==> src/rtl/flash_arb_pkg.sv <==
// Shared types and constants for the flash pin-set arbiter.
package flash_arb_pkg;

  typedef enum logic [1:0] {
    IDLE     = 2'd0,
    OWN_SPI  = 2'd1,
    OWN_QSPI = 2'd2,
    GUARD    = 2'd3
  } arb_state_t;

  typedef enum logic {
    OWNER_SPI  = 1'b0,
    OWNER_QSPI = 1'b1
  } owner_t;

  // Legacy SPI drives MOSI, WP and HOLD; MISO stays an input.
  localparam logic [3:0] SPI_DOE = 4'b1101;

endpackage

==> src/rtl/flash_bus_arbiter.sv <==
// Request/grant arbiter sharing the QSPI flash pads between the legacy SPI
// master and the QSPI controller, with a CS-high guard gap and idle preemption.
module flash_bus_arbiter
  import flash_arb_pkg::*;
#(
  parameter int GUARD_CYCLES = 4,
  parameter int HOLD_TIMEOUT = 1024,
  parameter int CNT_W        = 16
) (
  input  logic       iCLK,
  input  logic       iRESETn,
  input  logic       iSPI_REQ,
  output logic       oSPI_GNT,
  input  logic       iSPI_SCK,
  input  logic       iSPI_MOSI,
  input  logic       iSPI_CSn,
  output logic       oSPI_MISO,
  input  logic       iQSPI_REQ,
  output logic       oQSPI_GNT,
  input  logic       iQSPI_DCLK,
  input  logic       iQSPI_NCS,
  input  logic [3:0] iQSPI_DOUT,
  input  logic [3:0] iQSPI_DOE,
  output logic [3:0] oQSPI_DIN,
  output logic       oFLASH_SCK,
  output logic       oFLASH_CSn,
  output logic [3:0] oFLASH_DOUT,
  output logic [3:0] oFLASH_DOE,
  input  logic [3:0] iFLASH_DIN,
  output logic       oPREEMPT,
  output logic       oPROTO_ERR
);

  localparam logic [CNT_W-1:0] GUARD_LAST = CNT_W'(GUARD_CYCLES - 1);
  localparam bit               PREEMPT_EN = (HOLD_TIMEOUT != 0);
  localparam logic [CNT_W-1:0] HOLD_LAST  = PREEMPT_EN ? CNT_W'(HOLD_TIMEOUT - 1) : '0;

  arb_state_t       r_state,     w_state_nxt;
  owner_t           r_last,      w_last_nxt;
  logic [CNT_W-1:0] r_guard_cnt, w_guard_nxt;
  logic [CNT_W-1:0] r_hold_cnt,  w_hold_nxt;
  logic             w_preempt,   w_proto_err;

  always_ff @(posedge iCLK) begin
    if (!iRESETn) begin
      r_state     <= GUARD;
      r_last      <= OWNER_QSPI;
      r_guard_cnt <= GUARD_LAST;
      r_hold_cnt  <= '0;
    end else begin
      r_state     <= w_state_nxt;
      r_last      <= w_last_nxt;
      r_guard_cnt <= w_guard_nxt;
      r_hold_cnt  <= w_hold_nxt;
    end
  end

  always_comb begin
    w_state_nxt = r_state;
    w_last_nxt  = r_last;
    w_guard_nxt = r_guard_cnt;
    w_hold_nxt  = '0;
    w_preempt   = 1'b0;
    w_proto_err = 1'b0;
    case (r_state)
      IDLE: begin
        if (iSPI_REQ && iQSPI_REQ) begin
          // Round robin: the master that did not own last goes first.
          if (r_last == OWNER_SPI) begin
            w_state_nxt = OWN_QSPI;
            w_last_nxt  = OWNER_QSPI;
          end else begin
            w_state_nxt = OWN_SPI;
            w_last_nxt  = OWNER_SPI;
          end
        end else if (iSPI_REQ) begin
          w_state_nxt = OWN_SPI;
          w_last_nxt  = OWNER_SPI;
        end else if (iQSPI_REQ) begin
          w_state_nxt = OWN_QSPI;
          w_last_nxt  = OWNER_QSPI;
        end
      end
      OWN_SPI: begin
        if (!iSPI_REQ) begin
          w_state_nxt = GUARD;
          w_guard_nxt = GUARD_LAST;
          w_proto_err = !iSPI_CSn;
        end else if (PREEMPT_EN && iQSPI_REQ && iSPI_CSn) begin
          if (r_hold_cnt == HOLD_LAST) begin
            w_state_nxt = GUARD;
            w_guard_nxt = GUARD_LAST;
            w_preempt   = 1'b1;
          end else begin
            w_hold_nxt = r_hold_cnt + 1'b1;
          end
        end
      end
      OWN_QSPI: begin
        if (!iQSPI_REQ) begin
          w_state_nxt = GUARD;
          w_guard_nxt = GUARD_LAST;
          w_proto_err = !iQSPI_NCS;
        end else if (PREEMPT_EN && iSPI_REQ && iQSPI_NCS) begin
          if (r_hold_cnt == HOLD_LAST) begin
            w_state_nxt = GUARD;
            w_guard_nxt = GUARD_LAST;
            w_preempt   = 1'b1;
          end else begin
            w_hold_nxt = r_hold_cnt + 1'b1;
          end
        end
      end
      default: begin
        if (r_guard_cnt == '0) begin
          w_state_nxt = IDLE;
        end else begin
          w_guard_nxt = r_guard_cnt - 1'b1;
        end
      end
    endcase
  end

  assign oSPI_GNT   = (r_state == OWN_SPI);
  assign oQSPI_GNT  = (r_state == OWN_QSPI);
  assign oPREEMPT   = w_preempt & iRESETn;
  assign oPROTO_ERR = w_proto_err & iRESETn;
  assign oSPI_MISO  = iFLASH_DIN[1];
  assign oQSPI_DIN  = iFLASH_DIN;

  // Pads follow the owner's pins with no latency; reset forces them idle at once.
  always_comb begin
    oFLASH_SCK  = 1'b0;
    oFLASH_CSn  = 1'b1;
    oFLASH_DOUT = 4'b0000;
    oFLASH_DOE  = 4'b0000;
    if (iRESETn && r_state == OWN_SPI) begin
      oFLASH_SCK  = iSPI_SCK;
      oFLASH_CSn  = iSPI_CSn;
      oFLASH_DOUT = {1'b1, 1'b1, 1'b0, iSPI_MOSI};
      oFLASH_DOE  = SPI_DOE;
    end else if (iRESETn && r_state == OWN_QSPI) begin
      oFLASH_SCK  = iQSPI_DCLK & ~iQSPI_NCS;
      oFLASH_CSn  = iQSPI_NCS;
      oFLASH_DOUT = iQSPI_DOUT;
      oFLASH_DOE  = iQSPI_DOE & {4{~iQSPI_NCS}};
    end
  end

endmodule

==> config.mk <==
export PLATFORM = sky130hd
export DESIGN_NAME = flash_bus_arbiter
export DESIGN_NICKNAME = d
export VERILOG_FILES = /design/src/rtl/flash_arb_pkg.sv /design/src/rtl/flash_bus_arbiter.sv
export SDC_FILE = /design/constraint.sdc
export NUM_CORES = 1
export LEC_CHECK = 0
export BUFFER_PORTS_ARGS = -buffer_cell sky130_fd_sc_hd__buf_2
export CAP_MARGIN = 10
export CORE_ASPECT_RATIO = 1.2
export CORE_MARGIN = 2
export CORE_UTILIZATION = 40
export CTS_CLUSTER_SIZE = 8
export DETAILED_ROUTE_END_ITERATION = 10
export RECOVER_POWER = 50
export SLEW_MARGIN = 10
export SYNTH_ARGS = -nofsm -noshare
export SYNTH_HDL_FRONTEND = slang
export SYNTH_SLANG_ARGS = --single-unit
==> constraint.sdc <==
create_clock -name iCLK -period 3 [get_ports iCLK]
set_input_delay 0.6 -clock iCLK [delete_from_list [all_inputs] [get_ports iCLK]]
set_output_delay 0.6 -clock iCLK [all_outputs]
set_load 0.02 [all_outputs]
Yosys cells after proc, flatten, opt, wreduce, memory -nomap -nowiden
Index checks and enable logic that the tools add are counted.

Logic and storage cells: 78. Input port bits: 21. Memories: 0. Latch bits: 0. Memory bits (writable): 0. Bits in read-only memories: 0. Output and inout port bits: 19. Bits in registers: 35.

Bitwise gates (word level): 6. Mux-type cells: 45. $add $sub $neg: 2. Magnitude comparators: 0. Reductions and logical operators: 14. Equal/unequal tests: 7. Divide/modulo/power cells: 0. Shifts and indexed selects: 0. Multipliers: 0.

Operator list (count): 16-bit two-way mux (11); 16-bit case mux with 3 select lines (1); 16-bit case mux with 2 select lines (1); 2-bit two-way mux (10); 16-bit by 1-bit adder with 16-bit output (second input constant) (1); 16-bit by 10-bit == test with 1-bit output (second input constant) (1); 16-bit zero test (1); 4-bit two-way mux (4); 16-bit by 1-bit subtractor with 16-bit output (second input constant) (1); 1-bit two-way mux (15); 4-bit AND reduction (2); 3-bit by 2-bit != test with 1-bit output (second input constant) (2); 2-bit case mux with 3 select lines (1); 1-bit logical AND (5); 4-bit AND (1); 4-bit != test (second input constant) (1); 1-bit case mux with 2 select lines (2); 4-bit nonzero test (1); 1-bit AND (3); 3-bit != test (second input constant) (1); 3-bit nonzero test (1); 2-bit by 1-bit == test with 1-bit output (second input constant) (1); 2-bit == test (second input constant) (1); 1-bit zero test (2); 3 further kinds (4).

Logic depth before layout (Yosys ltp)
Gate-level depths: netlist of the first run.

Word-level depth: 6. Gate-level depth with buffers: 10. Depth with buffers taken out: 7.

Least setup slack after synthesis of the first run
OpenSTA, ideal clock, no wires.

Path kind: register to output. From: register r_state[0]. To: output port oPREEMPT. Stages on the path, launching flop included: 6. Setup slack: 0.271 ns. Required time: 2.400 ns. Arrival time: 2.129 ns. Cell sequence: dfxtp_1 > inv_1 > ha_1 > inv_1 > or4_1 > nor4_1.

Longest elaborated chain between the ends: 3. Elaborated cells between the ends (all ways): 4.

Ends and longest elaborated chain: start, declared (line flash_bus_arbiter.sv:38) `arb_state_t r_state, w_state_nxt;`; start signal, assigned (line flash_bus_arbiter.sv:51) `r_state <= w_state_nxt;`; 2-bit == test / 2-bit by 1-bit == test with 1-bit output (equally long branches) (line flash_bus_arbiter.sv:65) `case (r_state)`; 1-bit case mux with 2 select lines * (line flash_bus_arbiter.sv:65); 1-bit AND * (line flash_bus_arbiter.sv:126) `assign oPREEMPT = w_preempt & iRESETn;`; end, declared (line flash_bus_arbiter.sv:30) `output logic oPREEMPT,`.

Every way passes the cells marked *; elsewhere a longest branch is shown, timed or not.

Final worst setup path of the first run
Same ends and word-level chain as after synthesis.

==> impl_metrics.toml, run 1 <==
[cts]
bufs_on_longest_clock_path = 2
clock_root_cell = "clkbuf_8"
cts_tree = "yes"
clock_latency_ns = 0.29
cts_setup_buffers = 0
cts.hold.buffers_added = 0
clk_pin_slew_worst_paths_ns = 0.08
cts.sinks = 35
cts_inserted_buffers = 5
htree_levels = 2

[sta]
finalCritPeriodShare_pct = 93.8
setup_total_negative_slack_ns = 0
slew_headroom_pct = 42.9
finalMaxSlewViolations = 0
clock-skew-final_ns = 0.00947
timing.final.hold_violations = 0
unrepaired_setup_endpoints_after_global_routing = "no"
worstMarginPinSlew_ns = 0.856
fmax_mhz = 355
period_needed_ns = 2.82
finalSetupViolations = 0

[die]
chipWidth_um = 71.6
die_height_um = 85.1
num_io_pins = 40
start_util_pct = 41.4
num_rows = 29
floorplan.die_area_um2 = 6090
core-area_um2 = 5300

[global_routing]
grt.overflow.total = 0
grt_start_max_net_pins = 24
grt.total_usage_pct = 16.8
grt_antenna_before_repair = 0
grt_first_pass_wirelength_um = 8430
grt_pass1_vias = 1958

[setup_path]
cp-startpoint = "r_state[0]"
slowest_cell_on_the_critical_path = "or4_1"
reg2regPathDepth = 8
crit_fanout = 9
cp_slowest_stage_delay_ns = 0.55
cp_capture_type = "primary output"
critical_path_arrival_ns = 2.22
worstSetupPathType = "register to primary output"
worst_setup_path_start_kind = "register"
worst_ep_required_time_ns = 2.40
critical_path.cell_chain = "inv_1 -> ha_1 -> a22oi_1 -> or4_1 -> nor4_2 -> buf_2"
setup.reg_to_reg.worst_slack_ns = 0.41
r2r_end = "r_guard_cnt[13]"
source_of_the_worst_register_to_register_timing_path = "r_state[0]"

[route]
routedWlPerCell_um = 13.3
vias = 2070
vias_per_cell = 5.53
ant_nets = 0
drt-total-wl_um = 4960
drt_first_iter_violations = 106
post-route-drc-count = 0
first_pass_iters = 4

[run_status]
status = "finished, final reports clean"

[synth]
ys_types = 54
synthesized_netlist_cell_count = 284
synth_enable_flop_cells = 0
synth_top_area_cell = "dfxtp_1"
ys.flop_type = "dfxtp_1"
synth.yosys.seq_area_share_pct = 32.0
synth.avg_cell_area_um2 = 7.71
syn_nets = 313
async_reset_ff_share_pct = 0
synth_area_um2 = 2190
largest_cells_by_area_after_synthesis = "dfxtp_1 32%, a21oi_1 7.3%, nor2_1 5.5%"
synth.yosys.warnings = 0
synth.top_cell.area_share_pct = 32.0
postSynthRegisterBits = 35

[placement]
gp_routability_congestion = 0.782
place.detailed.hpwl_um = 3500
portBuffers = 30

[hold_path]
worst_min_delay_path_startpoint = "r_hold_cnt[0]"
hp-class = "register to register"
worstHoldPathCells = 1
whs_endpoint = "r_hold_cnt[0]"

[final_layout]
fill_cells = 542
insertedDiodeCount = 0
drive_above_1_share_pct = 17.0
synthToLayoutAreaGrowth_pct = 11.8
num-nets-final = 340

[flow_run]
max_cap_check_violation_count = 0

[pwr]
power.density_nw_per_um2 = 743
total_leakage_power_nw = 0.933
peakVddDrop_v = 0.000239
fin_total_pwr_mw = 1.82
[layout by cell type (no fill, tap or decap), types with 3 or more instances in the layout]
cell	instances
a21oi_1	32
a31oi_1	4
and3_1	5
and4_1	3
buf_2	26
buf_4	7
clkbuf_1	7
clkbuf_8	5
dfxtp_1	35
ha_1	8
inv_1	9
nand2_1	25
nand2b_1	5
nand3_1	11
nand4_1	7
nor2_1	32
nor3_1	13
nor3b_1	4
nor4_1	3
o21ai_0	7
o22ai_1	3
or2_2	3
or3_1	8
or4_1	3
xnor2_1	5
xor2_1	5
[synthesized netlist by cell type, drive strengths merged, types with 2 or more instances]
cell type and count:
or2 4, nor3 13, nor4b 2, buf 13, a31oi 4, dfxtp 35
clkbuf 7, and3 5, a21oi 32, or4 3, nor2b 2, or3 8
ha 8, nand3 11, nor2 32, o22ai 3, nor3b 4, inv 9
nand2 25, a31o 2, xnor2 5, o31ai 2, and2 4, xor2 5
nand4 7, nand2b 5, and4 3, a221oi 2, o21ai 8, nor4 6
[cell type report]
type                       instances  area, µm²  area share [%]
sequential                        35        701            28.6
timing repair buffer              40        209            8.53
clock buffer                       5       68.8            2.81
multi-input combinational        220       1340            54.7
tap                               62       77.6            3.17
clock inverter                     3       20.0           0.818
inverter                           9       33.8            1.38
[report_power, final]
part           total, mW  internal [mW]  switching (mW)
combinational      0.901          0.346           0.555
sequential         0.573          0.515          0.0570
clock              0.345          0.162           0.183
[kinds of logic after synthesis]
group / count (synthesis) / share of synthesized area [%]
simple gates: 137 / 34.2
compound gates: 64 / 17.7
flops: 35 / 32.0
buf+inv: 29 / 7.08
xor+xnor: 10 / 4.00
fa+ha+maj: 8 / 4.57
mux: 1 / 0.457
[layer usage]
| layer | global-route usage (%) | up-vias | part of all wire, % |
|---|---|---|---|
| met5 | 0 | - | 0 |
| met3 | 3.21 | 5 | 4.6 |
| met4 | 4.97 | 0 | 1.1 |
| met1 | 20.6 | 954 | 45 |
| li1 | - | 1068 | - |
| met2 | 29.7 | 43 | 49 |
[what timing repair did]
item | in CTS | in global routing
endpoints found under the hold margin | 0 | 0
endpoints found under the setup margin | 0 | 1
resized for setup | 0 | 1
[sequential cells by signal (all words and copies together), names as in the netlist]
name,cells
r_guard_cnt,16
r_hold_cnt,16
r_last,1
r_state,2
[critical path, delay by kind of cell, from the launching register on]
| kind | cells | cell delay, ns |
|---|---|---|
| buffers and inverters | 2 | 0.34 |
| DFF | 1 | 0.34 |
| and+or+nand+nor | 2 | 0.74 |
| AOI/OAI and AO/OA | 1 | 0.15 |
| adders and majority gates | 1 | 0.36 |
[worst max-delay path by stage]
stage	end	depth (start not counted)
finish	oPREEMPT	6
global route	oPREEMPT	6
CTS	oPREEMPT	6
detailed placement	oPREEMPT	6
global placement	oPREEMPT	6
floorplan	oPREEMPT	5
[per-stage QoR]
stage                     hold WS (ns)  cells  utilization, %  cell area (µm²)  setup slack, ns
after floorplan                  0.413    284               -             2190            0.271
after global placement           0.426    366            44.8             2370            0.474
after detailed placement         0.433    366            44.8             2370            0.453
after CTS                        0.446    374            46.5             2460            0.112
after global routing             0.459    374            46.2             2450           0.0464
final                            0.440    374            46.2             2450            0.185
Power figures use the tool's default switching activity.
==> run 2, diff against run 1 <==
Settings changed: ABC_AREA set to 1, CTS_CLUSTER_SIZE 8 to 14.
==> run 2 against run 1 <==
Area after synthesis grew 17%; power rose by 18%; die area is 16% higher; sequential power hardly changed; critical endpoint is now oFLASH_DOE[1]; flip-flop and latch count is the same; design area up 14%; sequential share of layout area down 3.5 points.
==> impl_metrics.toml, run 2 <==
[setup_path]
cpLargestDelayFamily = "simple AND/OR/NAND/NOR gates"
critical_path_arrival_ns = 1.88
reg2regPathDepth = 10
cp_capture_type = "primary output"
worst_setup_path_start_kind = "register"
worstSetupPathType = "register to primary output"
slowest_cell_on_the_critical_path = "dfxtp_1"
worst_ep_required_time_ns = 2.40
r2r_end = "r_guard_cnt[1]"
cp-startpoint = "r_state[0]"
crit_fanout = 7
crit_buf_inv = 2
source_of_the_worst_register_to_register_timing_path = "r_state[0]"
setup.reg_to_reg.worst_slack_ns = 0.59
critical_path.cell_chain = "inv_1 -> ha_1 -> nand2_1 -> nor2_1 -> and3_1 -> buf_2"
cp_slowest_stage_delay_ns = 0.36

[pwr]
power.density_nw_per_um2 = 765
total_switching_power_mw = 1.02
intPower_mw = 1.12
power_frac_seq_pct = 26.9
peakVddDrop_v = 0.000331
total_leakage_power_nw = 1.39
comb_power_share_pct = 52.3
swShare_pct = 47.5
share_clk_of_total_power_pct = 20.8

[sta]
timing.final.hold_violations = 0
final_critical_path_setup_slack_ns = 0.522
worstMarginPinSlew_ns = 0.683
slew_headroom_pct = 54.4
fmax_mhz = 404
clock-skew-final_ns = 0.00706
setup_total_negative_slack_ns = 0
finalCritPeriodShare_pct = 82.6
period_needed_ns = 2.48
finalSetupViolations = 0
finalMaxSlewViolations = 0
unrepaired_setup_endpoints_after_global_routing = "no"

[synth]
synth.avg_cell_area_um2 = 6.26
postSynthRegisterBits = 35
synth_top_area_cell = "dfxtp_1"
synthesized_netlist_cell_count = 408
async_reset_ff_share_pct = 0
synth.top_cell.area_share_pct = 27.4
largest_cells_by_area_after_synthesis = "dfxtp_1 27%, nand2_1 17%, nor2_1 11%"
synth.yosys.warnings = 0
ys.flop_type = "dfxtp_1"
synth_area_um2 = 2550
syn_nets = 437
ys_types = 35
synth_enable_flop_cells = 0
synth.top_cells.by_count = "118 x nand2_1, 72 x nor2_1, 44 x inv_1"
synth.yosys.seq_area_share_pct = 27.4
synth_most_common_cell = "nand2_1"

[global_routing]
grt_pass1_vias = 2361
grt.overflow.total = 0
grt_start_max_net_pins = 22
grt.total_usage_pct = 17.2
grt_antenna_before_repair = 0
grt_first_pass_wirelength_um = 10100

[final_layout]
fill_cells = 658
largestRegisters = "r_guard_cnt x16, r_hold_cnt x16, r_state x2"
highest_count_cells_in_the_layout_ignoring_fill_and_taps = "118 x nand2_1, 73 x nor2_1, 45 x inv_1"
mostFrequentLayoutCell = "nand2_1"
multi_input_comb_area_um2 = 1530
layout_utilization_pct = 45.9
register_area_um2 = 701
num-nets-final = 461
insertedDiodeCount = 0
synthToLayoutAreaGrowth_pct = 9.36
drive_above_1_share_pct = 17.3

[die]
num_io_pins = 40
core-area_um2 = 6090
chipWidth_um = 76.9
die_height_um = 91.5
floorplan.die_area_um2 = 7040
num_rows = 31
start_util_pct = 41.9

[cts]
cts.sinks = 35
cts_inserted_buffers = 5
clk_pin_slew_worst_paths_ns = 0.08
htree_levels = 2
clock_latency_ns = 0.29
cts_setup_buffers = 0
cts_tree = "yes"
postCtsResizedCells = 0
bufs_on_longest_clock_path = 2
clock_root_cell = "clkbuf_8"
cts.hold.buffers_added = 0

[route]
met2RoutedLength_um = 2770
routedWlPerCell_um = 11.0
post-route-drc-count = 0
routed.top_layer = "met4"
route.met3.wl_um = 227
first_pass_iters = 4
vias_per_cell = 4.79
vias = 2468
ant_nets = 0
m1WireLength_um = 2580
drt_first_iter_violations = 99
drt-total-wl_um = 5640

[flow_run]
max_cap_check_violation_count = 0

[hold_path]
hp-class = "register to register"
worstHoldPathCells = 1
worst_min_delay_path_startpoint = "r_hold_cnt[0]"
whs_endpoint = "r_hold_cnt[0]"

[placement]
portBuffers = 30
place.detailed.hpwl_um = 4290
gp_routability_congestion = 0.831
worst_slack_after_detailed_placement_ns = 0.763

[run_status]
status = "finished, final reports clean"
-- run 2: cell types whose count changed after synthesis, moves of 5 or more --
cell      previous run  this run
nand2_2              0         7
or3_1                8         0
clkbuf_1             7         1
a21oi_1             32        17
nor2_1              32        72
inv_1                9        44
nand2b_1             5         0
nand3_1             11        30
nand2_1             25       118
nor2_2               0        14
nor3_1              13         6
-- run 2: layout make-up --
| type | instances | share of cell area (%) |
|---|---|---|
| flip-flops and latches | 35 | 25.1 |
| multi-input cells | 310 | 54.8 |
| inverters | 49 | 6.68 |
| clock inverters | 3 | 1.70 |
| repair buffers | 31 | 5.56 |
| clock buffers | 5 | 2.46 |
| well taps | 82 | 3.67 |
-- run 2: how the worst max path moves through the flow --
stage / endpoint / slack, ns / cells past startpoint
detailed placement: oFLASH_DOE[1] / 0.76 / 5
finish: oFLASH_DOE[1] / 0.52 / 6
global route: r_guard_cnt[1] / 0.32 / 10
floorplan: oPREEMPT / 0.88 / 7
global placement: oFLASH_DOE[1] / 0.79 / 5
CTS: oFLASH_DOE[1] / 0.52 / 6
-- run 2: metal layers --
layer | vias to the layer above | GRT usage (%)
li1 | 1313 | -
met1 | 1096 | 20.7
met2 | 54 | 31.4
met3 | 5 | 2.39
met4 | 0 | 5.30
met5 | - | 0
-- run 2: kinds of logic (layout without fill, tap and decap cells) --
group / after synthesis / after routing / share of synthesized area (%)
xor+xnor: 5 / 5 / 1.72
fa+ha+maj: 8 / 8 / 3.92
buf+inv: 63 / 88 / 11.5
flops: 35 / 35 / 27.4
simple gates: 273 / 273 / 50.3
compound gates: 24 / 24 / 5.10
-- run 2: power groups by stage --
stage	Combinational, mW	Sequential [mW]	Clock (mW)
after floorplan	1.00	0.572	0
after global placement	1.14	0.586	0
after detailed placement	1.15	0.586	0
after CTS	1.15	0.575	0.460
after global routing	1.29	0.585	0.478
final	1.12	0.575	0.444
-- run 2: metrics by stage --
step / power (mW) / area (µm²) / hold WS [ns] / cells
5_1_grt: 2.36 / 2790 / 0.489 / 515
2_1_floorplan: 1.57 / 2550 / 0.418 / 408
6_report: 2.14 / 2790 / 0.456 / 515
3_5_place_dp: 1.73 / 2710 / 0.439 / 507
3_3_place_gp: 1.73 / 2710 / 0.431 / 507
4_1_cts: 2.19 / 2820 / 0.459 / 515
==> run 3, diff against run 2 <==
Clock period 3 ns to 2.35 ns, I/O delays scaled along.
==> run 3 against run 2 <==
First-iteration DRC count down 7.1%; core utilization up 0.37 points; sequential power up 28%; global-route usage down 0.74 points; sequential share of layout area down 0.20 points; worst hold slack worse by 0.0053 ns; power up 27%; clock skew up 0.0040 ns; critical path depth unchanged; non-clock buffer count up 2; critical endpoint unchanged; largest cell class unchanged; highest routed layer unchanged.
==> impl_metrics.toml, run 3 (synthesis gave the netlist of run 2 again) <==
[pwr]
peakVddDrop_v = 0.000470
intPower_mw = 1.38
share_clk_of_total_power_pct = 18.0
power_frac_seq_pct = 27.2
total_leakage_power_nw = 1.39
fin_total_pwr_mw = 2.71
total_switching_power_mw = 1.33
swShare_pct = 49.2
comb_power_share_pct = 54.9
power.density_nw_per_um2 = 961

[sta]
clock-skew-final_ns = 0.0111
timing.final.hold_violations = 0
setup_total_negative_slack_ns = 0
finalCritPeriodShare_pct = 93.3
worstMarginPinSlew_ns = 0.428
fmax_mhz = 456
period_needed_ns = 2.19
finalSetupViolations = 0
unrepaired_setup_endpoints_after_global_routing = "no"
finalMaxSlewViolations = 0
slew_headroom_pct = 71.4

[route]
vias = 2439
routedWlPerCell_um = 10.8
first_pass_iters = 4
drt-total-wl_um = 5580
post-route-drc-count = 0
ant_nets = 0
drt_first_iter_violations = 92
vias_per_cell = 4.72

[placement]
place.detailed.instances = 509
place.detailed.hpwl_um = 4220
portBuffers = 30
gp_routability_congestion = 0.865

[hold_path]
worstHoldPathCells = 1
hp-class = "register to register"
worst_min_delay_path_startpoint = "r_hold_cnt[0]"
whs_endpoint = "r_hold_cnt[0]"

[cts]
clock_root_cell = "clkbuf_8"
cts_tree = "yes"
cts_inserted_buffers = 5
cts.hold.buffers_added = 0
bufs_on_longest_clock_path = 2
htree_levels = 2
cts_setup_buffers = 0
clk_pin_slew_worst_paths_ns = 0.09
clock_latency_ns = 0.30
cts.sinks = 35

[run_status]
status = "finished, final reports clean"

[setup_path]
crit_fanout = 7
cp_slowest_stage_delay_ns = 0.36
worst_ep_required_time_ns = 1.88
source_of_the_worst_register_to_register_timing_path = "r_state[0]"
setup.reg_to_reg.worst_slack_ns = 0.36
r2r_end = "r_guard_cnt[14]"
worstSetupPathType = "register to primary output"
crit_buf_inv = 2
critical_path.cell_chain = "inv_1 -> ha_2 -> nand2_1 -> nor2_2 -> and3_1 -> buf_2"
cp_capture_type = "primary output"
critical_path_arrival_ns = 1.72
reg2regPathDepth = 9
slowest_cell_on_the_critical_path = "dfxtp_1"
cpLargestDelayFamily = "simple AND/OR/NAND/NOR gates"
worst_setup_path_start_kind = "register"

[die]
chipWidth_um = 76.9
num_io_pins = 40
floorplan.die_area_um2 = 7040
core-area_um2 = 6090
die_height_um = 91.5
start_util_pct = 41.9
num_rows = 31

[final_layout]
synthToLayoutAreaGrowth_pct = 10.2
largestRegisters = "r_guard_cnt x16, r_hold_cnt x16, r_state x2"
mostFrequentLayoutCell = "nand2_1"
drive_above_1_share_pct = 19.1
highest_count_cells_in_the_layout_ignoring_fill_and_taps = "119 x nand2_1, 72 x nor2_1, 44 x inv_1"
num-nets-final = 463
number_of_standard_cells_in_the_layout_taps_in_and_fillers_out = 517
insertedDiodeCount = 0

[flow_run]
max_cap_check_violation_count = 0

[global_routing]
grt_start_max_net_pins = 22
grt_pass1_vias = 2320
grt_antenna_before_repair = 0
grt.total_usage_pct = 16.5
grt.overflow.total = 0
grt_first_pass_wirelength_um = 9660
run 3: power by group through the flow:
stage                     Sequential (mW)  Combinational (mW)  Clock [mW]
after floorplan                     0.731                1.28           0
after global routing                0.745                1.71       0.518
final                               0.735                1.48       0.486
after global placement              0.744                1.48           0
after CTS                           0.733                1.49       0.506
after detailed placement            0.747                1.48           0
run 3: area by class of cell:
class | count | area, µm²
fillers | 648 | 3270
inverters | 49 | 186
repair buffers | 33 | 171
multi-input cells | 310 | 1560
clock buffers | 6 | 82.6
well taps | 82 | 103
flip-flops and latches | 35 | 701
clock inverters | 2 | 16.3
run 3: per-layer routing:
metal	track usage, %	wire [µm]	share of wire, %	vias up
met2	30.0	2660	48	51
met1	19.2	2570	46	1071
met3	2.68	250	4.5	8
li1	-	-	-	1309
met5	0	0	0	-
met4	6.21	92	1.6	0
run 3: repair_timing:
action	CTS	global route
hold endpoints to repair	0	0
resized for setup	1	2
endpoints found under the setup margin	1	6
run 3: metrics by stage:
step,hold slack [ns],setup WS [ns],utilization [%],cell area (µm²)
3_5_place_dp,0.438,0.336,44.7,2720
5_1_grt,0.502,0.00669,46.2,2820
4_1_cts,0.451,0.0581,46.4,2820
2_1_floorplan,0.418,0.359,-,2550
3_3_place_gp,0.431,0.398,44.7,2720
6_report,0.451,0.158,46.2,2820
run 3: worst max path at each step:
stage                           from       endpoint  slack [ns]  cells past startpoint
after global placement    r_state[0]  oFLASH_DOE[1]        0.40                      6
after global routing      r_state[0]     oFLASH_SCK       0.007                      7
after CTS                 r_state[1]       oPREEMPT        0.06                      7
final                     r_state[0]  oFLASH_DOE[1]        0.16                      6
after detailed placement  r_state[0]  oFLASH_DOE[1]        0.34                      6
after floorplan           r_state[1]       oPREEMPT        0.36                      7
